File: config.mk
export PLATFORM = sky130hd
export DESIGN_NAME = ps2_keyboard
export DESIGN_NICKNAME = d
export VERILOG_FILES = /design/src/rtl/kbd_pkg.sv /design/src/rtl/ps2_sync_filter.sv /design/src/rtl/ps2_keyboard.sv
export SDC_FILE = /design/constraint.sdc
export NUM_CORES = 1
export LEC_CHECK = 0
export CORE_MARGIN = 4
export CORE_UTILIZATION = 60
export DETAILED_ROUTE_END_ITERATION = 10
export HOLD_SLACK_MARGIN = 0.03
export PLACE_DENSITY = 0.84
export SLEW_MARGIN = 20
export SYNTH_ARGS = -nofsm -noshare
export SYNTH_HDL_FRONTEND = slang
export SYNTH_HIERARCHICAL = 1
export SYNTH_SLANG_ARGS = --single-unit
File: constraint.sdc
create_clock -name clk -period 3.7 [get_ports clk]
set_clock_uncertainty 0.15 [all_clocks]
set_input_delay 0.555 -clock clk [delete_from_list [all_inputs] [get_ports clk]]
set_output_delay 0.555 -clock clk [all_outputs]
set_load 0.01 [all_outputs]
File: src/rtl/kbd_pkg.sv
// Shared types and constants for the PS/2 keyboard receiver.
// Frame FSM states, scan-code prefixes and key-word bit positions.
package kbd_pkg;

    typedef enum logic [1:0] {
        IDLE   = 2'd0,
        DATA   = 2'd1,
        PARITY = 2'd2,
        STOP   = 2'd3
    } kbd_state_e;

    localparam logic [7:0] SC_BREAK = 8'hF0;
    localparam logic [7:0] SC_EXT   = 8'hE0;

    localparam int unsigned VALID_BIT = 15;
    localparam int unsigned OVR_BIT   = 14;
    localparam int unsigned EXT_BIT   = 9;
    localparam int unsigned BRK_BIT   = 8;

endpackage

File: src/rtl/ps2_sync_filter.sv
// Two-flop synchroniser, run-length glitch filter and falling-edge strobe
// for one asynchronous PS/2 line; everything resets to the idle-high level.
module ps2_sync_filter #(
    parameter int unsigned FILTER_LEN = 8
) (
    input  logic clk,
    input  logic rst,
    input  logic in_i,
    output logic level_o,
    output logic fall_o
);

    localparam int unsigned CNT_W = $clog2(FILTER_LEN + 1);

    logic             s1_q, s2_q;
    logic             filt_q, filt_d;
    logic [CNT_W-1:0] cnt_q, cnt_d;
    logic             fall_q, fall_d;

    // The filtered level flips only once FILTER_LEN consecutive samples disagree with it.
    always_comb begin
        filt_d = filt_q;
        cnt_d  = '0;
        if (s2_q != filt_q) begin
            if (cnt_q == CNT_W'(FILTER_LEN - 1)) begin
                filt_d = s2_q;
            end else begin
                cnt_d = cnt_q + 1'b1;
            end
        end
        fall_d = filt_q & ~filt_d;
    end

    always_ff @(posedge clk or posedge rst) begin
        if (rst) begin
            s1_q   <= 1'b1;
            s2_q   <= 1'b1;
            filt_q <= 1'b1;
            cnt_q  <= '0;
            fall_q <= 1'b0;
        end else begin
            s1_q   <= in_i;
            s2_q   <= s1_q;
            filt_q <= filt_d;
            cnt_q  <= cnt_d;
            fall_q <= fall_d;
        end
    end

    assign level_o = filt_q;
    assign fall_o  = fall_q;

endmodule

File: src/rtl/ps2_keyboard.sv
// PS/2 device-to-host frame receiver folding F0/E0 prefixes into a 16-bit
// key word {valid, overrun, 4'b0, ext, brk, code} held until acknowledged.
module ps2_keyboard
    import kbd_pkg::*;
#(
    parameter int unsigned FILTER_LEN  = 8,
    parameter int unsigned TIMEOUT_CYC = 50000
) (
    input  logic        clk,
    input  logic        reset,
    input  logic        ps2c,
    input  logic        ps2d,
    input  logic        ack,
    output logic [15:0] dout
);

    localparam int unsigned TMO_W = $clog2(TIMEOUT_CYC + 1);

    logic c_fall, c_lvl_unused;
    logic d_lvl, d_fall_unused;

    kbd_state_e       state_q, state_d;
    logic [2:0]       bitcnt_q, bitcnt_d;
    logic [7:0]       shift_q, shift_d;
    logic             par_ok_q, par_ok_d;
    logic [TMO_W-1:0] tmo_q, tmo_d;
    logic             brk_q, brk_d;
    logic             ext_q, ext_d;
    logic [15:0]      dout_q, dout_d;
    logic             frame_good;
    logic             load_word;
    logic             valid_eff;

    ps2_sync_filter #(.FILTER_LEN(FILTER_LEN)) u_clk_filt (
        .clk     (clk),
        .rst     (reset),
        .in_i    (ps2c),
        .level_o (c_lvl_unused),
        .fall_o  (c_fall)
    );

    // Data runs through the same filter so it stays aligned with the clock strobe.
    ps2_sync_filter #(.FILTER_LEN(FILTER_LEN)) u_dat_filt (
        .clk     (clk),
        .rst     (reset),
        .in_i    (ps2d),
        .level_o (d_lvl),
        .fall_o  (d_fall_unused)
    );

    always_comb begin
        state_d    = state_q;
        bitcnt_d   = bitcnt_q;
        shift_d    = shift_q;
        par_ok_d   = par_ok_q;
        frame_good = 1'b0;
        tmo_d      = '0;

        case (state_q)
            IDLE: begin
                if (c_fall && !d_lvl) begin
                    state_d  = DATA;
                    bitcnt_d = '0;
                end
            end
            DATA: begin
                if (c_fall) begin
                    shift_d  = {d_lvl, shift_q[7:1]};
                    bitcnt_d = bitcnt_q + 3'd1;
                    if (bitcnt_q == 3'd7) begin
                        state_d = PARITY;
                    end
                end
            end
            PARITY: begin
                if (c_fall) begin
                    par_ok_d = ^{shift_q, d_lvl};
                    state_d  = STOP;
                end
            end
            STOP: begin
                if (c_fall) begin
                    frame_good = d_lvl & par_ok_q;
                    state_d    = IDLE;
                end
            end
            default: state_d = IDLE;
        endcase

        if (state_q != IDLE && !c_fall) begin
            if (tmo_q == TMO_W'(TIMEOUT_CYC - 1)) begin
                state_d = IDLE;
            end else begin
                tmo_d = tmo_q + 1'b1;
            end
        end
    end

    assign load_word = frame_good && (shift_q != SC_BREAK) && (shift_q != SC_EXT);
    // An ack coinciding with a new word means the old word was consumed: no overrun.
    assign valid_eff = dout_q[VALID_BIT] & ~ack;

    always_comb begin
        brk_d  = brk_q;
        ext_d  = ext_q;
        dout_d = dout_q;
        if (frame_good && shift_q == SC_BREAK) begin
            brk_d = 1'b1;
        end
        if (frame_good && shift_q == SC_EXT) begin
            ext_d = 1'b1;
        end
        if (load_word) begin
            dout_d            = '0;
            dout_d[VALID_BIT] = 1'b1;
            dout_d[OVR_BIT]   = valid_eff;
            dout_d[EXT_BIT]   = ext_q;
            dout_d[BRK_BIT]   = brk_q;
            dout_d[7:0]       = shift_q;
            brk_d             = 1'b0;
            ext_d             = 1'b0;
        end else if (ack) begin
            dout_d[VALID_BIT] = 1'b0;
            dout_d[OVR_BIT]   = 1'b0;
        end
    end

    always_ff @(posedge clk or posedge reset) begin
        if (reset) begin
            state_q  <= IDLE;
            bitcnt_q <= '0;
            shift_q  <= '0;
            par_ok_q <= 1'b0;
            tmo_q    <= '0;
            brk_q    <= 1'b0;
            ext_q    <= 1'b0;
            dout_q   <= '0;
        end else begin
            state_q  <= state_d;
            bitcnt_q <= bitcnt_d;
            shift_q  <= shift_d;
            par_ok_q <= par_ok_d;
            tmo_q    <= tmo_d;
            brk_q    <= brk_d;
            ext_q    <= ext_d;
            dout_q   <= dout_d;
        end
    end

    assign dout = dout_q;

endmodule

Word-level counts from Yosys, hierarchy flattened
Cells that the tools add are included.
Word-level totals
  register bits after elaboration: 59
  output and inout port bits: 16
  word-level logic and storage cells: 88
Operators by class
  $add $sub $neg: 4
  equal/unequal tests: 15
  multiplexer cells: 27
  bitwise operators: 5
  reductions and logical operators: 19
Operator list (number)
  $mux W16: 2
  $mux W2: 9
  $add A16 B1 Y16 const B: 1
  $eq A16 B16 Y1 const B: 1
  $eq A8 B8 Y1 const B: 2
  $mux W4: 4
  $ne A8 B8 Y1 const B: 2
  $reduce_bool A2 Y1: 5
  $reduce_xor A9 Y1: 1
  $add A4 B1 Y4 const B: 2
  $eq A4 B3 Y1 const B: 2
  $mux W1: 8
  $pmux W2 S4: 1
  $logic_and A1 B1 Y1: 6
  $mux W3: 2
  $pmux W3 S2: 1
  $reduce_and A2 Y1: 3
  $eq A2 B2 Y1 const B: 2
  $add A3 B1 Y3 const B: 1
  $and A1 B1 Y1: 3
  $eq A3 B3 Y1 const B: 1
  $reduce_and A3 Y1: 1
  $eq A2 B1 Y1 const B: 1
  $logic_not A1 Y1: 2
  other kinds (5): 7

Logic depth before layout (Yosys ltp)
Gate-level depths: netlist (run 1).
  word-level depth: 6
  depth in mapped cells: 6
  depth with buffers taken out: 5

By module
The synthesis (run 1) kept the hierarchy.
By module, submodules not included
  ps2_keyboard: instances 1, cells each 193, area each 2035.7 um2
  ps2_sync_filter: instances 2, cells each 22, area each 315.3 um2

Least setup slack after synthesis (run 1)
OpenSTA, ideal clock, no wires.
  path kind: register -> register
  start: reg tmo_q[0]
  end: reg tmo_q[10]
  setup time: 132 ps
  data arrival time: 1542 ps
  slack: 1876 ps
  cell stages (with the launch flop): 7
  buffers on the path: 1
  clock period less this slack: 1824 ps
  cell sequence: dfrtp_1 > ha_1 > and3_1 > a41oi_1 > o21ai_1 > clkbuf_1 > nor2_1
On the way
  cells in the longest elaborated chain, start to end: 3
RTL lines
  start: declaration: RTL line ps2_keyboard.sv:26  | logic [TMO_W-1:0] tmo_q, tmo_d;
  start signal: assignment: RTL line ps2_keyboard.sv:143  | tmo_q <= tmo_d;
  $add A16 B1 Y16 / $eq A16 B16 Y1 (equally long branches): RTL line ps2_keyboard.sv:94, ps2_keyboard.sv:91
  $mux W16 (*): RTL line ps2_keyboard.sv:91  | if (tmo_q == TMO_W'(TIMEOUT_CYC - 1)) begin
  $mux W16 (*): RTL line ps2_keyboard.sv:90  | if (state_q != IDLE && !c_fall) begin
  via tmo_d[10]: RTL line ps2_keyboard.sv:26
Mark *: on every way through the listed nets, which the timed path passes. The rest lies on a longest branch.
A chain may end at the register's enable or synchronous reset.

Final worst setup path (run 1)
  start: reg u_dat_filt.filt_q, in the netlist u_dat_filt/level_o
  end: reg dout_q[7], in the netlist dout[7]
On the way
  cells in the longest elaborated chain, start to end: 5
RTL lines
  start: declaration: RTL line ps2_sync_filter.sv:16  | logic filt_q, filt_d;
  start signal: assignment: RTL line ps2_sync_filter.sv:44  | filt_q <= filt_d;
  $and A1 B1 Y1: RTL line ps2_keyboard.sv:83  | frame_good = d_lvl & par_ok_q;
  $mux W1: RTL line ps2_keyboard.sv:82  | if (c_fall) begin
  $mux W1: RTL line ps2_keyboard.sv:59  | case (state_q)
  $logic_and A1 B1 Y1 (2 in a row): RTL line ps2_keyboard.sv:99  | assign load_word = frame_good && (shift_q != SC_BREAK) && (shift_q != SC_EXT);
  end signal: assignment: RTL line ps2_keyboard.sv:146  | dout_q <= dout_d;
  end: declaration: RTL line ps2_keyboard.sv:29  | logic [15:0] dout_q, dout_d;
No other way between the ends.

==> impl_metrics.ini, run 1 <==
[route]
first_iter_violations = 91
antenna_left = 0
route.final.wire_length_um = 4590
detail_route.first_pass.iterations = 4
residual_drc = 0
avgViaCountPerCell = 5.60
vias = 1759
detail_route.wl_per_cell_um = 14.6

[cells_and_area]
area_occupied_by_multi_input_gates_um2 = 1080
flow.area_growth_from_synthesis_pct = 15.1
post-route-cell-area_um2 = 3030
fillerInstances = 286
drive_above_1_share_pct = 16.3
ant_cells = 0
finish.net_count = 269
layout.area.seq_um2 = 1480

[global_route]
overall_overflow_remaining_after_global_route = 0
grt_use_total_pct = 19.4
grt_start_max_net_pins = 45
first_global_vias = 1687
global_route_wire_length_before_repair_um = 7800
initial_antenna_violation_count = 0

[clock_network]
post_cts_buffers = 0
cts_tree = done
tritoncts_num_sinks = 59
post_cts.resized_instances = 0
h_tree_level_count = 3
maximum_buffer_depth_of_the_clock_tree = 2
path_clk_slew_ns = 0.07
hold_buffers = 0
tritoncts_buffer_count = 9
cts-root-buf = clkbuf_8
clk_latency_ns = 0.33

[timing]
grt_setup_unrepaired = no
finalCriticalPeriod_ns = 2.11
setup_slack_ns = 1.59
setup_viol = 0
timing.final.max_slew_violations = 0
fmax_ghz = 0.474
setup_total_negative_slack_ns = 0
post-route-period-util_pct = 57.1
final-hold-violation-count = 0
maxSlewHeadroom_pct = 56.3
transition_time_at_the_pin_with_the_least_slew_margin_ns = 0.655

[worst_setup_path]
startpoint_type = flop
r2r_start = u_dat_filt/level_o$_DFF_PP1_
timing.reg2reg.worst_path_depth = 4
reg2reg_setup_slack_ns = 1.59
path_class = reg2reg
worst-endpoint-required_ns = 3.76
worst_ep_arrival_time_ns = 2.17
cp_max_fo = 12
r2r-end = dout[7]$_DFFE_PP0P_
critical_path_capture_point_type = flop

[die]
die_x_um = 74.3
die_extent_in_y_um = 74.3
placement_rows = 23
floorplan.die_area_um2 = 5510
floorplan.initialDensity_pct = 64.0
top_level_ports = 21
core_region_area_um2 = 4120

[placement]
io_buffers = 16
total_cell_area_at_the_placement_stage_um2 = 2830
detailed_place_hpwl_um = 3120
gp_congestion = 0.809
post-place-ws_ns = 1.62

[worst_hold_path]
hold_path.startpoint = u_dat_filt/s1_q$_DFF_PP1_
timing.hold.worst.class = reg2reg
hold-path-endpoint = u_dat_filt/s2_q$_DFF_PP1_
worst_hold_path_cell_count = 0

[synth]
synthesis.area_um2 = 2630
count_of_warnings_emitted_by_yosys = 6
synth.avg_cell_area_um2 = 11.2
syn-instance-count = 235

[run_status]
outcome = finished, final reports clean

[pwr]
power_density_nw_per_um2 = 469
p_leak_uw = 0.00135
peak_vdd_ir_mv = 0.351

[run]
cap_viol_max_count = 0
## layout by cell type, fill, tap and decap left out, drive strengths merged, types with 7 or more instances in the layout
cell / instances
xnor2: 17
o21ai: 10
inv: 10
nand3: 7
nand2: 35
clkdlybuf4s50: 16
dfrtp: 53
mux2: 11
clkbuf: 11
nor2: 18
## sequential cells by signal, indices dropped and copies added (netlist names), 2 cells and up
name,flops
bitcnt_q,3
tmo_q,16
dout,12
state_q,2
u_dat_filt/cnt_q,4
shift_q,8
u_clk_filt/cnt_q,4
## critical path, cell delays in order (launching register included)
cell and delay, ns:
dfstp_2 0.59, nand3_1 0.09, nor2_1 0.34, nand2_1 0.42, mux2_2 0.41
## report_power, final
| group | switching, uW | total (uW) | internal, uW |
|---|---|---|---|
| Clock | 243 | 569 | 326 |
| Sequential | 40.1 | 732 | 692 |
| Combinational | 58.4 | 121 | 62.2 |
## per-layer routing
| layer | global-route usage, % | vias to the layer above | wire, um |
|---|---|---|---|
| met5 | 0 | - | 0 |
| met4 | 10.5 | 0 | 106 |
| met3 | 6.08 | 11 | 194 |
| met2 | 29.4 | 31 | 2110 |
| met1 | 25.0 | 871 | 2180 |
| li1 | - | 846 | - |
## metrics by stage
step	power, uW	cells	hold WS (ns)	utilization, %
global route	1490	314	0.210	73.6
CTS	1430	314	0.208	73.5
finish	1420	314	0.209	73.6
floorplan	833	238	0.195	-
global placement	856	298	0.196	68.8
detailed placement	862	298	0.198	68.8
## final cells by class
cell class | instances | share of cell area [%]
Clock buffer | 11 | 4.67
Clock inverter | 5 | 1.73
Inverter | 10 | 1.24
Multi-Input combinational cell | 162 | 35.8
Sequential cell | 59 | 49.0
Tap cell | 50 | 2.06
Timing Repair Buffer | 17 | 5.53
## how the worst max path moves through the flow
| stage | to | start | cells after the start | slack [ns] |
|---|---|---|---|---|
| floorplan | tmo_q[10]$_DFF_PP0_ | tmo_q[0]$_DFF_PP0_ | 6 | 1.88 |
| global placement | dout[2]$_DFFE_PP0P_ | u_dat_filt/level_o$_DFF_PP1_ | 4 | 1.60 |
| detailed placement | tmo_q[10]$_DFF_PP0_ | tmo_q[0]$_DFF_PP0_ | 5 | 1.62 |
| CTS | tmo_q[9]$_DFF_PP0_ | tmo_q[13]$_DFF_PP0_ | 4 | 1.53 |
| global route | dout[7]$_DFFE_PP0P_ | u_dat_filt/level_o$_DFF_PP1_ | 4 | 1.45 |
| finish | dout[7]$_DFFE_PP0P_ | u_dat_filt/level_o$_DFF_PP1_ | 4 | 1.59 |
No activity file was read; power rests on OpenSTA's default activity.
==> run 2, diff against run 1 <==
- CORE_UTILIZATION: 60 -> 52
- PLACE_DENSITY: 0.84 -> 0.77
- clock period: 3.7 -> 1.75 ns (I/O delays scaled with it)
==> run 2 against run 1 <==
Compared with the run above:
- sequential share of layout area shrank 4.5 points
- die area grew 14%
- utilization shrank 4.3 points
- worst setup slack lost 1.5 ns
- non-clock buffer count grew 22
- routed wire length grew 3.2%
- maximum frequency grew 23%
- combinational power grew 140%
- largest power group unchanged
- sequential cell count is the same
- clock power grew 150%
- via count grew 3.8%
- final area grew 10%
==> impl_metrics.ini, run 2 (synthesis gave the netlist of run 1 again) <==
[route]
vias = 1825
route.final.wire_length_um = 4740
detail_route.wl_per_cell_um = 13.4
detail_route.first_pass.iterations = 4
avgViaCountPerCell = 5.17
residual_drc = 0
first_iter_violations = 114
antenna_left = 0

[clock_network]
tritoncts_buffer_count = 9
tritoncts_num_sinks = 59
maximum_buffer_depth_of_the_clock_tree = 2
path_clk_slew_ns = 0.06
h_tree_level_count = 3
clk_latency_ns = 0.33
hold_buffers = 0
cts-root-buf = clkbuf_8
cts_tree = done

[die]
placement_rows = 25
top_level_ports = 21
die_x_um = 79.2
floorplan.initialDensity_pct = 54.7
die_extent_in_y_um = 79.2
floorplan.die_area_um2 = 6270
core_region_area_um2 = 4820

[timing]
timing.final.max_slew_violations = 0
setup_slack_ns = 0.0386
final-hold-violation-count = 0
post-route-period-util_pct = 97.8
setup_viol = 0
fmax_ghz = 0.584
hold_slack_ns = 0.0497
finalCriticalPeriod_ns = 1.71

[worst_setup_path]
cp-startpoint = tmo_q[7]$_DFF_PP0_
path_class = reg2reg
r2r_start = tmo_q[7]$_DFF_PP0_
cp_max_fo = 3
startpoint_type = flop
critical_path_capture_point_type = flop
worst-endpoint-required_ns = 1.86
worst_ep_arrival_time_ns = 1.82

[global_route]
grt.met2_usage_pct = 26.5
global_route_wire_length_before_repair_um = 8200
grt_start_max_net_pins = 45
first_global_vias = 1831
globalRouteMet1Util_pct = 21.7
use_met3_pct = 3.85
grt_use_total_pct = 17.0
grt_most_used_layer = met2
overall_overflow_remaining_after_global_route = 0
initial_antenna_violation_count = 0

[run]
cap_viol_max_count = 0

[placement]
post-place-ws_ns = -0.00645
detailed_place_hpwl_um = 3060
io_buffers = 16
total_cell_area_at_the_placement_stage_um2 = 3040
gp_congestion = 0.830

[cells_and_area]
post-route-cell-area_um2 = 3340
layout.cells.most_common = dfrtp_1
drive_above_1_share_pct = 26.2
top_register = tmo_q
most-common-layout-cells = dfrtp_1, nand2_1, buf_4
fin_util_pct = 69.4
flow.area_growth_from_synthesis_pct = 26.9
finish.net_count = 291
ant_cells = 0
fillerInstances = 368
number_of_flip_flops_under_the_largest_register_name = 16

[pwr]
p_leak_uw = 0.00149
peak_vdd_ir_mv = 0.907
power_density_nw_per_um2 = 962

[worst_hold_path]
timing.hold.worst.class = in2async

[run_status]
outcome = finished, final reports clean
## run 2: cell count changes in the layout (fill, tap and decap cells not counted), sizes merged
cell    delta
clkinv     -2
clkbuf     +1
buf       +22
bufinv     +1
## run 2: report_power, final
group | leakage (uW) | total (uW) | internal, uW | switching [uW]
Sequential | 0.000797 | 1530 | 1460 | 69.2
Combinational | 0.000585 | 287 | 148 | 138
Clock | 0.000113 | 1400 | 877 | 518
## run 2: worst max-delay path: stages, from the launching register on
cell     delay (ns)
dfrtp_1        0.42
nand3_2        0.12
or3_4          0.39
or3_2          0.43
a21oi_2        0.14
## run 2: cell type report
type	instances	area (um2)	share of cell area, %
sequential	59	1490	44.4
multi-input combinational	162	1150	34.4
timing repair buffer	39	358	10.7
clock buffer	12	155	4.64
tap	67	83.8	2.51
clock inverter	4	72.6	2.17
inverter	10	37.5	1.12
## run 2: metal layers
metal / vias to the layer above / wire length, um
met1: 871 / 2200
met4: 0 / 134
met2: 43 / 2170
li1: 896 / -
met5: - / 0
met3: 15 / 229
## run 2: timing repair
action	in CTS	in global routing
pin swaps	2	9
buffers inserted	0	1
endpoints found under the setup margin	5	27
gates resized for setup	4	10
## run 2: path summary, 6_finish.rpt
kind | to | slack [ns] | depth (start not counted)
worst max register to register | tmo_q[13]$_DFF_PP0_ | 0.04 | 4
worst min register to register | u_dat_filt/s2_q$_DFF_PP1_ | 0.21 | 0
min in group clk | u_dat_filt/s1_q$_DFF_PP1_ | 0.18 | 1
max in group asynchronous | state_q[0]$_DFF_PP0_ | 1.04 | 3
worst min-delay path | u_dat_filt/cnt_q[1]$_DFF_PP0_ | 0.05 | 2
worst max-delay path | tmo_q[13]$_DFF_PP0_ | 0.04 | 4
## run 2: metrics by stage
| step | total power (uW) | std cells | TNS (ns) |
|---|---|---|---|
| floorplan | 1760 | 238 | 0 |
| global placement | 1830 | 336 | 0 |
| detailed placement | 1840 | 336 | -0.00868 |
| CTS | 3250 | 352 | 0 |
| global route | 3370 | 353 | -0.00228 |
| finish | 3210 | 353 | 0 |
==> run 3, diff against run 2 <==
- GPL_TIMING_DRIVEN: default -> 0
==> run 3 against run 2 <==
Compared with the run above:
- register-to-register slack worse by 0.02 ns
- first-iteration DRC count up 0.88%
- maximum frequency down 1.4%
- critical path depth unchanged
- utilization up 1.6 points
- sequential power about the same
- via count about the same
- routed wire length up 0.49%
- count of clock-buffer cells in the layout up 1
- final area up 2.4%
- worst setup slack worse by 0.024 ns
- sequential cell count unchanged
- largest cell class unchanged
==> impl_metrics.ini, run 3 (synthesis gave the netlist of run 1 again) <==
[run_status]
outcome = finished, final reports clean

[clock_network]
clk_latency_ns = 0.33
h_tree_level_count = 3
cts_tree = done
path_clk_slew_ns = 0.06
cts-root-buf = clkbuf_8
maximum_buffer_depth_of_the_clock_tree = 2
tritoncts_num_sinks = 59
hold_buffers = 0
tritoncts_buffer_count = 9

[worst_setup_path]
cp_max_fo = 4
critical_path_capture_point_type = flop
cell_chain_critical_path = nand3_4, or3_4, or4_4, a21oi_2
worst_ep_arrival_time_ns = 1.85
startpoint_type = flop
path_class = reg2reg
critical-path-max-stage-delay_ns = 0.49
reg2reg_setup_slack_ns = 0.01
r2r_start = tmo_q[0]$_DFF_PP0_
r2r-end = tmo_q[15]$_DFF_PP0_
worst-endpoint-required_ns = 1.86
timing.reg2reg.worst_path_depth = 4
crit_slowest_cell = or4_4

[route]
avgViaCountPerCell = 5.12
first_iter_violations = 115
detail_route.first_pass.iterations = 4
detail_route.wl_per_cell_um = 13.4
residual_drc = 0
route.final.wire_length_um = 4760
antenna_left = 0
vias = 1824

[cells_and_area]
fillerInstances = 347
top_register = tmo_q
number_of_flip_flops_under_the_largest_register_name = 16
most-common-layout-cells = dfrtp_1, nand2_1, buf_4
finish.net_count = 294
area_occupied_by_multi_input_gates_um2 = 1190
layout.cells.most_common = dfrtp_1
flow.area_growth_from_synthesis_pct = 29.9
layout.area.seq_um2 = 1490
ant_cells = 0
drive_above_1_share_pct = 29.4

[timing]
grt_setup_unrepaired = yes
setup_viol = 0
final-hold-violation-count = 0
fmax_ghz = 0.576
setup_slack_ns = 0.0143
post-route-period-util_pct = 99.2
finalCriticalPeriod_ns = 1.74
timing.final.max_slew_violations = 0

[die]
floorplan.initialDensity_pct = 54.7
placement_rows = 25
core_region_area_um2 = 4820
die_x_um = 79.2
top_level_ports = 21
die_extent_in_y_um = 79.2
floorplan.die_area_um2 = 6270

[placement]
io_buffers = 16
detailed_place_hpwl_um = 3080
post-place-ws_ns = -0.266
gp_congestion = 0.845

[global_route]
initial_antenna_violation_count = 0
overall_overflow_remaining_after_global_route = 0
grt_start_max_net_pins = 29
first_global_vias = 1837
grt_use_total_pct = 17.2
global_route_wire_length_before_repair_um = 8310

[pwr]
peak_vdd_ir_mv = 0.628
finalPower_uw = 3280
p_leak_uw = 0.00153
power_density_nw_per_um2 = 958

[worst_hold_path]
timing.hold.worst.class = in2async

[run]
cap_viol_max_count = 0
## run 3: changes by cell type in the layout (fill, tap and decap cells not counted), sizes merged
cell	change
clkinv	-1
clkbuf	+3
buf	+1
## run 3: worst max-delay path by stage
stage / start / end / slack (ns) / cells after the start
after detailed placement: u_dat_filt/level_o$_DFF_PP1_ / dout[4]$_DFFE_PP0P_ / -0.27 / 5
after floorplan: u_dat_filt/level_o$_DFF_PP1_ / dout[2]$_DFFE_PP0P_ / 0.002 / 5
final: tmo_q[0]$_DFF_PP0_ / tmo_q[15]$_DFF_PP0_ / 0.01 / 4
after CTS: tmo_q[3]$_DFF_PP0_ / tmo_q[15]$_DFF_PP0_ / 0.0005 / 4
after global placement: reset / tmo_q[10]$_DFF_PP0_ / -0.64 / 2
after global routing: tmo_q[0]$_DFF_PP0_ / tmo_q[15]$_DFF_PP0_ / -0.04 / 4
## run 3: power breakdown
part           switching [uW]  internal [uW]  total (uW)
registers                79.8           1460        1540
logic                     123            145         267
clock network             508            957        1470
## run 3: what timing repair did
item | CTS | global route
resized for setup | 12 | 16
setup endpoints to repair | 26 | 26
pin swaps | 8 | 8
hold endpoints to repair | 0 | 0
cloned | 0 | 0
setup buffers | 15 | 3
## run 3: worst max-delay path, delay by kind of cell, from the launching register on
family	cells	cell delay [ns]
compound gates	1	0.13
simple gates	3	0.99
flops	1	0.41
## run 3: area by class of cell
type,instances,share of cell area [%]
well taps,67,2.45
clock buffers,13,5.23
repair buffers,35,9.22
plain buffers,7,1.72
flip-flops and latches,59,43.5
clock inverters,3,1.98
inverters,10,1.10
multi-input cells,162,34.9
## run 3: routing by layer
metal  routed length (um)  share of wire, %  GRT usage (%)  vias up
met5                    0                 0              0        -
met4                   65               1.4           7.04        0
met3                  199               4.2           5.90        6
met2                 2250                47           25.7       32
met1                 2250                47           22.9      892
li1                     -                 -              -      894
## run 3: metrics by stage
| step | instances | hold WS, ns | TNS [ns] | utilization [%] | instance area (um2) |
|---|---|---|---|---|---|
| after detailed placement | 322 | 0.198 | -4.35 | 60.5 | 2910 |
| final | 356 | 0.0854 | 0 | 71.0 | 3420 |
| after global placement | 321 | 0.196 | -31.99 | 60.1 | 2890 |
| after CTS | 353 | 0.0764 | 0 | 68.9 | 3320 |
| after global routing | 356 | 0.104 | -0.0859 | 71.0 | 3420 |
| after floorplan | 238 | -0.0863 | 0 | - | 2650 |
==> RTL edit 1, RTL diff (flow settings as in run 3) <==
Make the reset (`reset` and `rst`) synchronous in 2 clocked blocks. Comments in the files are not updated.
--- a/src/rtl/ps2_sync_filter.sv
+++ b/src/rtl/ps2_sync_filter.sv
@@ -31,7 +31,7 @@
         fall_d = filt_q & ~filt_d;
     end
 
-    always_ff @(posedge clk or posedge rst) begin
+    always_ff @(posedge clk) begin
         if (rst) begin
             s1_q   <= 1'b1;
             s2_q   <= 1'b1;
--- a/src/rtl/ps2_keyboard.sv
+++ b/src/rtl/ps2_keyboard.sv
@@ -125,7 +125,7 @@
         end
     end
 
-    always_ff @(posedge clk or posedge reset) begin
+    always_ff @(posedge clk) begin
         if (reset) begin
             state_q  <= IDLE;
             bitcnt_q <= '0;
Formal check against the unedited RTL: same outputs for any inputs over 10 cycles, from zero or initial values and one cycle with reset high; that may be too few to reach the edited logic, so the function may still have changed.
==> RTL edit 1 against run 3 <==
- final area down 15%
- fmax increased by 5.4%
- synthesized area fell by 6.6%
- sequential share of layout area shrank 2.9 points
- worst setup slack improved by 89 ps
- wire length down 2.3%
- sequential cell count did not move
Power is not compared: it rests on default switching activity, and its combinational part moved more than twofold at a synthesized area within 25%.
==> RTL edit 1: results (changes against run 3) <==
Parameter                              Value

Global route
  Wire length of the first global-routing pass    8050 µm (was 8310 µm)
  Maximum number of pins on one net before global-route repair    12 (was 29)
  GR Util All Layers    16.9% (was 17.2%)
  Initial antenna violation count    0 (unchanged)
  Vias in the first global route    1804 (was 1837)

STA
  Period minus WS final    1650 ps (was 1740 ps)
  Final hold slack    264 ps (was 85.4 ps)
  Worst slew margin relative to its limit    around three fifths

Worst hold path
  End of the worst hold path    u_clk_filt/s2_q
  Worst Hold Launch    u_clk_filt/s1_q
  Count of cells along the worst hold path    1
  Type of the worst min-delay path    reg2reg (was in2async)

Clock network
  Number of buffers added by the clock tree synthesis step    9 (unchanged)
  Clock latency on the worst-skew pair    between 300 and 400 ps
  CTS Root Buffer Type    sky130_fd_sc_hd__clkbuf_8 (unchanged)
  Clock Pin Slew Worst Setup and Hold Paths    60 ps (about the same)
  Number of levels in the clock H-tree    3 (unchanged)
  Longest Clk Path Bufs    2 (unchanged)

Setup path
  Worst Reg-to-Reg Cells    5 (was 4)
  Endpoint of the lowest-slack register-to-register path    dout[7] (was tmo_q[15])
  CP endpoint    dout[3] (was tmo_q[15])
  Endpoint arrival time on the critical path    1230 ps (was 1850 ps)
  R2R setup slack    110 ps (was 10 ps)
  Maximum single-stage delay on the critical path    570 ps (was 490 ps)
  Critical path origin    dout[3] (was tmo_q[0])
  Master of the slowest instance on the critical path    sky130_fd_sc_hd__clkdlybuf4s50_1 (was sky130_fd_sc_hd__or4_4)
  Critical R2R Launch    shift_q[5] (was tmo_q[0])
  Dominant delay contributor by cell family on the critical path    buffers and inverters (was simple AND/OR/NAND/NOR gates)
  Max Fanout on Critical Path    2 (was 4)

Drt
  1st-pass router iterations    4 (unchanged)
  First DRT Iteration DRCs    113 (was 115)
  Total length of routed met2 wires    2180 µm (was 2250 µm)
  Wire length on met1    2180 µm (was 2250 µm)
  Detailed route wirelength on metal3    233 µm (was 199 µm)
  Vias post-DR    1924 (was 1824)
  Uppermost metal layer occupied by signal nets    met4 (unchanged)
  WL per Instance    12.9 µm (was 13.4 µm)

Power and ir drop
  VDD IR-drop max    approximately 600 µV
  Switching part of the total power    between 10% and 20%
  Part of the power in the clock network    between 40% and 50%
  Leakage power figure    ~0.0011 µW
  Clk pwr    approximately 1200 µW
  Combinational power share    under 10%

Placement
  Worst setup slack before clock tree synthesis    -418 ps (was -266 ps)
  Count of port buffers added during placement    16 (unchanged)
  Final HPWL DP    3200 µm (was 3080 µm)
  Routability congestion estimate    0.781 (was 0.845)

Final layout
  Top reg by flops    tmo_q (unchanged)
  Flip-flop count of the largest register after layout    16 (unchanged)
  Fillers    392 (was 347)
  Fraction of final layout cells sized beyond drive strength 1    13.6% (was 29.4%)
  Antenna cell count    0 (unchanged)
  Final net count    316 (was 294)

Status
  Result of the run    finished clean (unchanged)

Synthesis
  Synth warnings    6 (unchanged)
[RTL edit 1: layer usage]
metal	up-vias	track usage, %
li1	1008	-
met1	876	21.5
met2	36	25.2
met3	4	6.09
met4	0	8.33
met5	-	0
[RTL edit 1: repair_timing]
item,in CTS,in global routing
resized for setup,4,12
pin swaps,0,2
setup endpoints to repair,22,26
setup buffers,0,2
gates cloned,0,0
[RTL edit 1: final cells by class]
class / instances / area, µm² / area share (%)
buffer: 15 / 91.3 / 3.13
clock buffer: 11 / 141 / 4.84
clock inverter: 3 / 40.0 / 1.37
inverter: 3 / 11.3 / 0.385
multi-input combinational: 200 / 1210 / 41.5
sequential: 59 / 1180 / 40.5
tap: 52 / 65.1 / 2.23
timing repair buffer: 18 / 175 / 5.99
[RTL edit 1: through the flow]
stage	cells	cell area, µm²
6_report	361	2920
5_1_grt	361	2920
4_1_cts	359	2890
3_5_place_dp	345	2700
3_3_place_gp	345	2700
2_1_floorplan	277	2470
==> RTL edit 2, RTL diff (flow settings as in run 3) <==
Made on the original files. `FILTER_LEN` is set to 8 in 2 places; all go to 16.
--- a/src/rtl/ps2_sync_filter.sv
+++ b/src/rtl/ps2_sync_filter.sv
@@ -1,7 +1,7 @@
 // Two-flop synchroniser, run-length glitch filter and falling-edge strobe
 // for one asynchronous PS/2 line; everything resets to the idle-high level.
 module ps2_sync_filter #(
-    parameter int unsigned FILTER_LEN = 8
+    parameter int unsigned FILTER_LEN = 16
 ) (
     input  logic clk,
     input  logic rst,
--- a/src/rtl/ps2_keyboard.sv
+++ b/src/rtl/ps2_keyboard.sv
@@ -3,7 +3,7 @@
 module ps2_keyboard
     import kbd_pkg::*;
 #(
-    parameter int unsigned FILTER_LEN  = 8,
+    parameter int unsigned FILTER_LEN  = 16,
     parameter int unsigned TIMEOUT_CYC = 50000
 ) (
     input  logic        clk,
Formal check against the unedited RTL: no difference found for any inputs over 10 cycles, from zero or initial values and one cycle with reset high; that may be too few to reach the edited logic, so the function may still have changed.
==> RTL edit 2 against run 3 <==
- via count rose by 5.5%
- critical path depth rose by 1
- worst setup slack improved by 31 ps
- final area rose by 1.3%
- sequential cell count rose by 2
- wire length rose by 11%
- hold slack got worse by 5.2 ps
- synthesized area rose by 2.2%
- critical path type unchanged
- critical endpoint is now tmo_q[14]
- highest routed layer unchanged
Power is not compared: it rests on default switching activity, and its combinational part moved more than twofold at a synthesized area within 25%.
==> RTL edit 2: results (changes against run 3) <==
Parameter                              Value

Placement
  Final HPWL DP    3140 µm (was 3080 µm)
  Cell area reported after detailed placement    2970 µm² (was 2910 µm²)
  Placed Instances    330 (was 322)

Global route
  Maximum number of pins on one net before global-route repair    33 (was 29)
  Global routing met1 resource utilization    23.0% (was 22.9%)
  Wire length of the first global-routing pass    9140 µm (was 8310 µm)
  Vias in the first global route    1990 (was 1837)
  GR Util All Layers    18.7% (was 17.2%)
  Met2 Usage GRT    30.5% (was 25.7%)

Drt
  WL per Instance    14.3 µm (was 13.4 µm)
  Wire length on met1    2270 µm (was 2250 µm)
  Detailed route wirelength on metal3    209 µm (was 199 µm)
  Total length of routed met2 wires    2660 µm (was 2250 µm)

Final layout
  Fraction of final layout cells sized beyond drive strength 1    29.9% (was 29.4%)
  Final net count    306 (was 294)
  Post-route insts no fill    368 (was 356)

Synthesis
  Synthesized instance count    243 (was 235)

Setup path
  Endpoint arrival time on the critical path    1820 ps (was 1850 ps)
  Max Fanout on Critical Path    3 (was 4)
  Maximum single-stage delay on the critical path    410 ps (was 490 ps)
  Endpoint of the lowest-slack register-to-register path    tmo_q[14] (was tmo_q[15])
  Worst Reg-to-Reg Cells    5 (was 4)
  Master of the slowest instance on the critical path    sky130_fd_sc_hd__dfrtp_1 (was sky130_fd_sc_hd__or4_4)

Status
  Result of the run    finished clean (unchanged)

Clock network
  CTS resizes    13 (was 12)

STA
  Final hold slack    80.2 ps (was 85.4 ps)
## RTL edit 2: layout make-up
type	instances	area (µm²)
clock buffer	12	145
inverter	10	37.5
clock inverter	4	47.5
sequential	61	1540
tap	67	83.8
multi-input combinational	168	1200
fill	356	1420
timing repair buffer	40	357
buffer	6	58.8
## RTL edit 2: how the worst max path moves through the flow
| stage | end | slack (ps) |
|---|---|---|
| after global placement | dout[9] | -650 |
| after detailed placement | dout[5] | -270 |
| final | tmo_q[14] | 40 |
| after CTS | tmo_q[14] | 3 |
| after global routing | tmo_q[12] | -4 |
| after floorplan | dout[2] | 6 |
## RTL edit 2: worst max-delay path: cells and delay by family, from the launching register on
family,cells,cell delay [ps]
AOI/OAI and AO/OA,1,110
DFF,1,410
adders and majority gates,1,210
and+or+nand+nor,3,750
## RTL edit 2: stage by stage
stage | TNS (ps) | worst slack (ps)
after floorplan | 0 | 6.24
after global placement | -32360 | -645
after detailed placement | -4500 | -266
after CTS | 0 | 2.97
after global routing | -5.15 | -3.94
final | 0 | 44.8
